## config.mk

```make
export PLATFORM = sky130hd
export DESIGN_NAME = regfile_bank
export DESIGN_NICKNAME = d
export VERILOG_FILES = /design/src/rtl/regfile_pkg.sv /design/src/rtl/regfile_read_port.sv /design/src/rtl/regfile_bank.sv
export SDC_FILE = /design/constraint.sdc
export NUM_CORES = 2
export LEC_CHECK = 0
export BUFFER_PORTS_ARGS = -buffer_cell sky130_fd_sc_hd__buf_2
export CAP_MARGIN = 20
export CORE_MARGIN = 2
export CORE_UTILIZATION = 36
export CTS_CLUSTER_DIAMETER = 50
export DETAILED_ROUTE_END_ITERATION = 16
export MAX_ROUTING_LAYER = met4
export PLACE_DENSITY = 0.51
export SYNTH_ARGS = -nofsm -noshare
export SYNTH_HDL_FRONTEND = slang
export SYNTH_SLANG_ARGS = --single-unit
export TNS_END_PERCENT = 1
```

## constraint.sdc

```tcl
create_clock -name clk -period 3.6 [get_ports clk]
set_clock_uncertainty 0.05 [all_clocks]
set_input_delay 0.36 -clock clk [delete_from_list [all_inputs] [get_ports clk]]
set_output_delay 0.36 -clock clk [all_outputs]
set_load 0.05 [all_outputs]
```

## src/rtl/regfile_pkg.sv

```systemverilog
// ---------------------------------------------------------------------------
// regfile_pkg
// Shared definitions for the register bank: default geometry, address and
// data word types for the default geometry, the hard-wired zero address and
// a helper that decides whether an address is masked by the zero register.
// ---------------------------------------------------------------------------
package regfile_pkg;

    localparam int DEF_WIDTH = 32;
    localparam int DEF_DEPTH = 16;
    localparam int DEF_AW    = $clog2(DEF_DEPTH);

    typedef logic [DEF_AW-1:0]    addr_t;
    typedef logic [DEF_WIDTH-1:0] word_t;

    localparam int unsigned ZERO_ADDR = 32'd0;

    // True when the zero register is enabled and the address selects it.
    function automatic logic zero_masked(input logic zero_reg, input int unsigned addr);
        return zero_reg && (addr == ZERO_ADDR);
    endfunction

endpackage

```

## src/rtl/regfile_read_port.sv

```systemverilog
// ---------------------------------------------------------------------------
// regfile_read_port
// One synchronous read port of the register bank. Selects an entry from the
// flattened storage, applies the zero-register mask and (with the build
// macro REGFILE_BYPASS_EN defined) forwards a same-cycle write, then holds
// the result in output registers that only load while re_i is high.
//
// Ports:
//   clk_i       clock, rising edge
//   reset_i     synchronous active-high reset
//   re_i        read enable; 0 holds the outputs
//   raddr_i     read address
//   mem_i       storage array, entry k at mem_i[k]
//   written_i   per-entry "written since reset" flags
//   we_i, waddr_i, wdata_i   write port, present only with REGFILE_BYPASS_EN
//   rdata_o     registered read data
//   written_o   registered written flag of the entry read
// ---------------------------------------------------------------------------
module regfile_read_port
    import regfile_pkg::*;
#(
    parameter int WIDTH    = DEF_WIDTH,
    parameter int DEPTH    = DEF_DEPTH,
    parameter bit ZERO_REG = 1'b1,
    localparam int AW      = $clog2(DEPTH)
) (
    input  logic                        clk_i,
    input  logic                        reset_i,
    input  logic                        re_i,
    input  logic [AW-1:0]               raddr_i,
    input  logic [DEPTH-1:0][WIDTH-1:0] mem_i,
    input  logic [DEPTH-1:0]            written_i,
`ifdef REGFILE_BYPASS_EN
    input  logic                        we_i,
    input  logic [AW-1:0]               waddr_i,
    input  logic [WIDTH-1:0]            wdata_i,
`endif
    output logic [WIDTH-1:0]            rdata_o,
    output logic                        written_o
);

    logic [WIDTH-1:0] rdata_d;
    logic             written_d;
    logic [WIDTH-1:0] rdata_q;
    logic             written_q;

    // Next read value: zero mask wins, then write forwarding, then storage.
    always_comb begin
        rdata_d   = mem_i[raddr_i];
        written_d = written_i[raddr_i];
        if (zero_masked(ZERO_REG, 32'(raddr_i))) begin
            rdata_d   = '0;
            written_d = 1'b0;
        end
`ifdef REGFILE_BYPASS_EN
        else if (we_i && (waddr_i == raddr_i)) begin
            rdata_d   = wdata_i;
            written_d = 1'b1;
        end
`endif
        else begin
            rdata_d   = mem_i[raddr_i];
            written_d = written_i[raddr_i];
        end
    end

    // Output hold registers: load on re_i, otherwise keep the last read.
    always_ff @(posedge clk_i) begin
        if (reset_i) begin
            rdata_q   <= '0;
            written_q <= 1'b0;
        end else if (re_i) begin
            rdata_q   <= rdata_d;
            written_q <= written_d;
        end else begin
            rdata_q   <= rdata_q;
            written_q <= written_q;
        end
    end

    assign rdata_o   = rdata_q;
    assign written_o = written_q;

endmodule

```

## src/rtl/regfile_bank.sv

```systemverilog
// ---------------------------------------------------------------------------
// regfile_bank
// Parametrised register bank with one write port and two independent
// registered read ports sharing a read enable. Owns the storage, the
// per-entry written flags and the write logic; each read port is a
// regfile_read_port instance.
//
// Build option: define REGFILE_BYPASS_EN to forward same-cycle writes to a
// colliding read (write-through). Undefined, a colliding read returns the
// pre-write contents.
//
// Ports:
//   clk        clock, rising edge
//   reset      synchronous active-high reset, priority over we/re
//   we, waddr, wdata          write port
//   re                        read enable for both ports (0 holds outputs)
//   raddr_a, raddr_b          read addresses
//   rdata_a, rdata_b          registered read data
//   rvalid                    1 the cycle after an accepted read
//   written_a, written_b      registered written flag of the entry read
// ---------------------------------------------------------------------------
module regfile_bank
    import regfile_pkg::*;
#(
    parameter int WIDTH    = DEF_WIDTH,
    parameter int DEPTH    = DEF_DEPTH,
    parameter bit ZERO_REG = 1'b1,
    localparam int AW      = $clog2(DEPTH)
) (
    input  logic             clk,
    input  logic             reset,
    input  logic             we,
    input  logic [AW-1:0]    waddr,
    input  logic [WIDTH-1:0] wdata,
    input  logic             re,
    input  logic [AW-1:0]    raddr_a,
    input  logic [AW-1:0]    raddr_b,
    output logic [WIDTH-1:0] rdata_a,
    output logic [WIDTH-1:0] rdata_b,
    output logic             rvalid,
    output logic             written_a,
    output logic             written_b
);

    logic [DEPTH-1:0][WIDTH-1:0] mem_q;
    logic [DEPTH-1:0]            written_q;
    logic                        rvalid_q;
    logic                        wr_en_s;

    // Writes to the hard-wired zero entry are dropped.
    always_comb begin
        wr_en_s = 1'b0;
        if (we && !zero_masked(ZERO_REG, 32'(waddr))) begin
            wr_en_s = 1'b1;
        end else begin
            wr_en_s = 1'b0;
        end
    end

    // Storage and written flags.
    always_ff @(posedge clk) begin
        if (reset) begin
            mem_q     <= '0;
            written_q <= '0;
        end else if (wr_en_s) begin
            mem_q[waddr]     <= wdata;
            written_q[waddr] <= 1'b1;
        end else begin
            mem_q     <= mem_q;
            written_q <= written_q;
        end
    end

    // Read-valid flag follows the read enable by one cycle.
    always_ff @(posedge clk) begin
        if (reset) begin
            rvalid_q <= 1'b0;
        end else begin
            rvalid_q <= re;
        end
    end

    assign rvalid = rvalid_q;

    regfile_read_port #(
        .WIDTH    (WIDTH),
        .DEPTH    (DEPTH),
        .ZERO_REG (ZERO_REG)
    ) u_port_a (
        .clk_i     (clk),
        .reset_i   (reset),
        .re_i      (re),
        .raddr_i   (raddr_a),
        .mem_i     (mem_q),
        .written_i (written_q),
`ifdef REGFILE_BYPASS_EN
        .we_i      (we),
        .waddr_i   (waddr),
        .wdata_i   (wdata),
`endif
        .rdata_o   (rdata_a),
        .written_o (written_a)
    );

    regfile_read_port #(
        .WIDTH    (WIDTH),
        .DEPTH    (DEPTH),
        .ZERO_REG (ZERO_REG)
    ) u_port_b (
        .clk_i     (clk),
        .reset_i   (reset),
        .re_i      (re),
        .raddr_i   (raddr_b),
        .mem_i     (mem_q),
        .written_i (written_q),
`ifdef REGFILE_BYPASS_EN
        .we_i      (we),
        .waddr_i   (waddr),
        .wdata_i   (wdata),
`endif
        .rdata_o   (rdata_b),
        .written_o (written_b)
    );

endmodule

```

Yosys cells after proc, flatten, opt, wreduce, memory -nomap -nowiden
Index checks and enable logic that the tools add are counted.
{"block": "classes", "mux": 18, "reduce_logical": 6, "order_cmp": 4, "bitwise_logic": 1}
{"op": "bitwise mux 512 bit", "n": 1}
{"op": "binary-select mux 32 bit (select 4 bit)", "n": 2}
{"op": "two-way mux 32 bit", "n": 5}
{"op": "demux 32 bit (select 4 bit)", "n": 1}
{"op": "OR 16 bit", "n": 1}
{"op": "less-than comparator 4 x 5 -> 1 bit, second input constant", "n": 3}
{"op": "zero test 4 bit", "n": 3}
{"op": "binary-select mux 1 bit (select 4 bit)", "n": 2}
{"op": "two-way mux 1 bit", "n": 6}
{"op": "demux 1 bit (select 4 bit)", "n": 1}
{"op": "greater-or-equal comparator 4 x 1 -> 1 bit, second input constant", "n": 1}
{"op": "logical AND 1 bit", "n": 2}
{"op": "zero test 1 bit", "n": 1}
{"block": "word_totals", "register_bits": 595, "out_inout_bits": 67}

Depth between registers and ports, before layout
{"block": "depth", "word_depth": 5, "ltp_mapped": 7}

Hierarchy
From an unflattened synthesis, not the netlist that was laid out.
{"block": "hier_totals", "cells_unflattened": 2456, "area_unflattened_um2": 30116.4}
{"mod": "regfile_bank", "area_per_inst_um2": 19909.1, "n_inst": 1, "seq_area_each_um2": 10590.2, "cells_each": 1754}
{"mod": "regfile_read_port", "area_per_inst_um2": 5103.6, "n_inst": 2, "seq_area_each_um2": 660.6, "cells_each": 351}

Worst setup path before layout
No wires, ideal clock.
{"block": "synth_timing", "path_type": "input -> register", "start": "input raddr_a[2]", "end": "register u_port_a.rdata_q[10], in the netlist u_port_a.rdata_o[10]", "path_buffers": 2, "path_slack_ns": 1.919, "t_arrival_ns": 1.497, "required_time_ns": 3.416, "path_stages": 5, "cell_sequence": "buf_4 -> buf_2 -> mux4_2 -> mux2i_1 -> o211ai_1"}
{"block": "synth_via", "elab_chain_cells": 3}
{"item": "start, declared", "line_no": "regfile_bank.sv:36", "rtl": "input logic [AW-1:0] raddr_a,"}
{"item": "binary-select mux 32 bit (select 4 bit)"}
{"item": "two-way mux 32 bit (implied by the code)", "line_no": "regfile_read_port.sv:62", "rtl": "rdata_d = mem_i[raddr_i];"}
{"item": "two-way mux 32 bit *", "line_no": "regfile_read_port.sv:51", "rtl": "if (zero_masked(ZERO_REG, 32'(raddr_i))) begin"}
{"item": "end signal, assigned", "line_no": "regfile_read_port.sv:73", "rtl": "rdata_q <= rdata_d;"}
{"item": "end signal, assigned", "line_no": "regfile_read_port.sv:76", "rtl": "rdata_q <= rdata_q;"}
{"item": "end, declared", "line_no": "regfile_read_port.sv:44", "rtl": "logic [WIDTH-1:0] rdata_q;"}
Mark *: on every way between the ends. The rest lies on a longest branch, timed or not. The select of a mux whose other input is x is not followed.
A chain may end at the register's enable or synchronous reset.

Final worst setup path
{"block": "layout_timing", "start": "input we", "end": "register mem_q[123] in the netlist's numbering"}
{"block": "layout_via", "elab_chain_cells": 2}
{"item": "start, declared", "line_no": "regfile_bank.sv:32", "rtl": "input logic we,"}
{"item": "logical AND 1 bit", "line_no": "regfile_bank.sv:53", "rtl": "if (we && !zero_masked(ZERO_REG, 32'(waddr))) begin"}
{"item": "two-way mux 1 bit", "line_no": "regfile_bank.sv:53"}
{"item": "end signal, assigned by index", "line_no": "regfile_bank.sv:66", "rtl": "mem_q[waddr] <= wdata;"}
{"item": "end signal, assigned", "line_no": "regfile_bank.sv:69", "rtl": "mem_q <= mem_q;"}
{"item": "end, declared", "line_no": "regfile_bank.sv:45", "rtl": "logic [DEPTH-1:0][WIDTH-1:0] mem_q;"}
Every way passes these cells.

==> out/results.ini <==
[worst_setup_path]
arrival_ns = 2.43
startpoint_type = input pin
worstSetupPathType = in -> reg
cp.required_ns = 4.07
critPathMaxFanout = 49
worstSetupEndpointType = flop

[run]
cap_violations = 0

[timing]
holdWs_ns = 0.0690
slew_violations = 0
min_period_ns = 1.96
fmax_mhz = 510
tightest_slew_ns = 1.00
max_slew_margin_pct = 33.3
finalSetupTns_ns = 0
rsz0062_at_grt = no
fin_ws_ns = 1.64
finalCritPeriodShare_pct = 54.5
setup_viol = 0
hold_viol = 0

[floorplanning]
row_count = 104
die_y_um = 290
core_mm2 = 0.0807
die_w_um = 290
initial_core_util_pct = 36.4
top_level_ports = 115
dieArea_mm2 = 0.0839

[place]
place_inst = 3897
gp_congestion = 0.792
place_hpwl_um = 57900
dp_slack_ns = 1.08
placed_cell_area_mm2 = 0.0305
io_buffers = 114

[routing]
vias = 25800
drt_iter0_drc = 2875
drcViolationCount = 0
wire_per_inst_um = 26.2
routed_wl_um = 106000
antenna_left = 0
avgViaCountPerCell = 6.37
first_pass_iters = 6

[power_and_ir_drop]
p_int_mw = 11.8
p_seq_share_pct = 42.1
p_switching_mw = 4.16
power_mw = 15.9
p_leak_nw = 10.5
p_clk_share_pct = 49.3
combPwrFrac_pct = 8.6
p_per_area_mw_per_mm2 = 482
peakVddDrop_v = 0.000375
p_sw_share_pct = 26.1

[clock_tree]
tritoncts = yes
cts.sinks = 595
clock_tree.buffer_depth = 3
htreeDepth = 3
root_buffer = clkbuf_16
holdBufCountCts = 0
clk_pin_slew_ns = 0.06
post_cts_resized = 0
cts_buffers = 76
postCtsSetupBuffers = 0
clk_latency_ns = 0.63

[layout]
nNetsFinal = 2963
fin_cells = 4042
drive_gt1_share_pct = 19.8
area.growth.synth_to_final_pct = 12.6
ff_latch_area_mm2 = 0.0119
fillers = 7802
fin_util_pct = 41.0
multi_input_area_mm2 = 0.0157
final_area_mm2 = 0.0331

[yosys]
synthDistinctLibCells = 31
netlist.area_leader.share_pct = 40.6
synth_seq_cells = 595
syn_avg_cell_area_um2 = 9.59
syn-num-nets = 3108
yosysTopAreaCell = dfxtp_1
synthesis.area_mm2 = 0.0294
syn_inst = 3060
synth_area_leaders = dfxtp_1 41%, mux4_2 20%, a21oi_1 8.4%
yosysWarnings = 0
ys_seq_area_share_pct = 40.6

[outcome]
outcome = finished, final reports clean

[global_routing]
grt_pass1_vias = 25300
grt.overflow.total = 0
antenna_found_initial = 19
grt_start_max_net_pins = 208
grtUsageTotal_pct = 25.7
grt_pass1_wl_um = 160000

[min_path]
worstHoldPathType = in -> reg

==> kinds of logic after synthesis <==
| kind of cell | Yosys count | synth area share, % |
|---|---|---|
| mux | 330 | 22.5 |
| buf+inv | 408 | 6.41 |
| simple gates | 620 | 10.5 |
| compound gates | 1107 | 20.0 |
| flops | 595 | 40.6 |
==> cells in the mapped netlist (all sizes together) <==
cell type,count
nor4bb,2
nand2b,3
or3b,1
o211ai,66
nor3b,1
clkbuf,243
buf,164
a22oi,66
nor2,17
inv,1
and4b,2
nor3,2
and3,1
nand3b,2
mux4,264
nand3,481
mux2i,66
and3b,2
nor2b,35
dfxtp,595
or2,1
nand2,67
and2,1
a21oi,495
or3,2
o21ai,480
==> sequential cells by signal, summed over array words and instances, names as in the netlist <==
signal              count
mem_q                 512
rvalid                  1
u_port_a.rdata_o       32
u_port_a.written_o      1
u_port_b.rdata_o       32
u_port_b.written_o      1
written_q              16
==> power groups by stage <==
stage	Sequential (mW)	Clock (mW)	Combinational [mW]
finish	6.72	7.87	1.37
CTS	6.71	7.97	1.35
floorplan	6.86	0	0.855
global route	6.72	8.28	1.43
detailed placement	6.86	0	1.35
global placement	6.85	0	1.34
==> area by class of cell <==
class                   instances  area share [%]
diodes                          8          0.0605
clock buffers                 105            6.54
clock inverters                32            1.26
inverters                       1          0.0114
multi-input cells            2057            47.5
flip-flops and latches        595            36.0
well taps                    1060            4.01
repair buffers                184            4.61
==> cells in the final DEF, fill, tap and decap left out, types with 3 or more instances in the layout <==
cell	count
a21oi_1	495
a22oi_1	66
buf_12	31
buf_2	107
buf_4	41
buf_6	4
bufinv_16	7
clkbuf_1	16
clkbuf_16	78
clkbuf_8	11
clkinv_2	3
clkinv_4	4
clkinvlp_4	7
dfxtp_1	595
diode_2	8
inv_6	10
mux2i_1	66
mux4_2	264
nand2_1	66
nand3_1	480
nor2_1	15
nor2b_1	33
o211ai_1	66
o21ai_0	418
o21ai_1	62
==> path summary, 6_finish.rpt <==
check | startpoint | slack (ns) | cells after the start | endpoint
min | wdata[0] | 0.07 | 3 | mem_q[224]
min reg2reg | u_port_b.rdata_o[25] | 0.41 | 2 | u_port_b.rdata_o[25]
max | we | 1.64 | 5 | mem_q[123]
max reg2reg | mem_q[494] | 2.15 | 3 | u_port_b.rdata_o[14]
==> metal layers <==
metal,GRT usage (%),share of wire [%],up-vias
met5,-,0,-
met4,9.33,3.2,0
met3,4.24,8.3,221
met2,41.3,48,1284
met1,32.7,41,13000
li1,-,-,11300
==> worst max-delay path, stage by stage <==
cell and delay, ns:
buf_2 0.15, or3b_4 0.77, buf_4 0.70, o21ai_0 0.20, a21oi_1 0.19
Note: power is estimated with default switching activity, not from simulation.
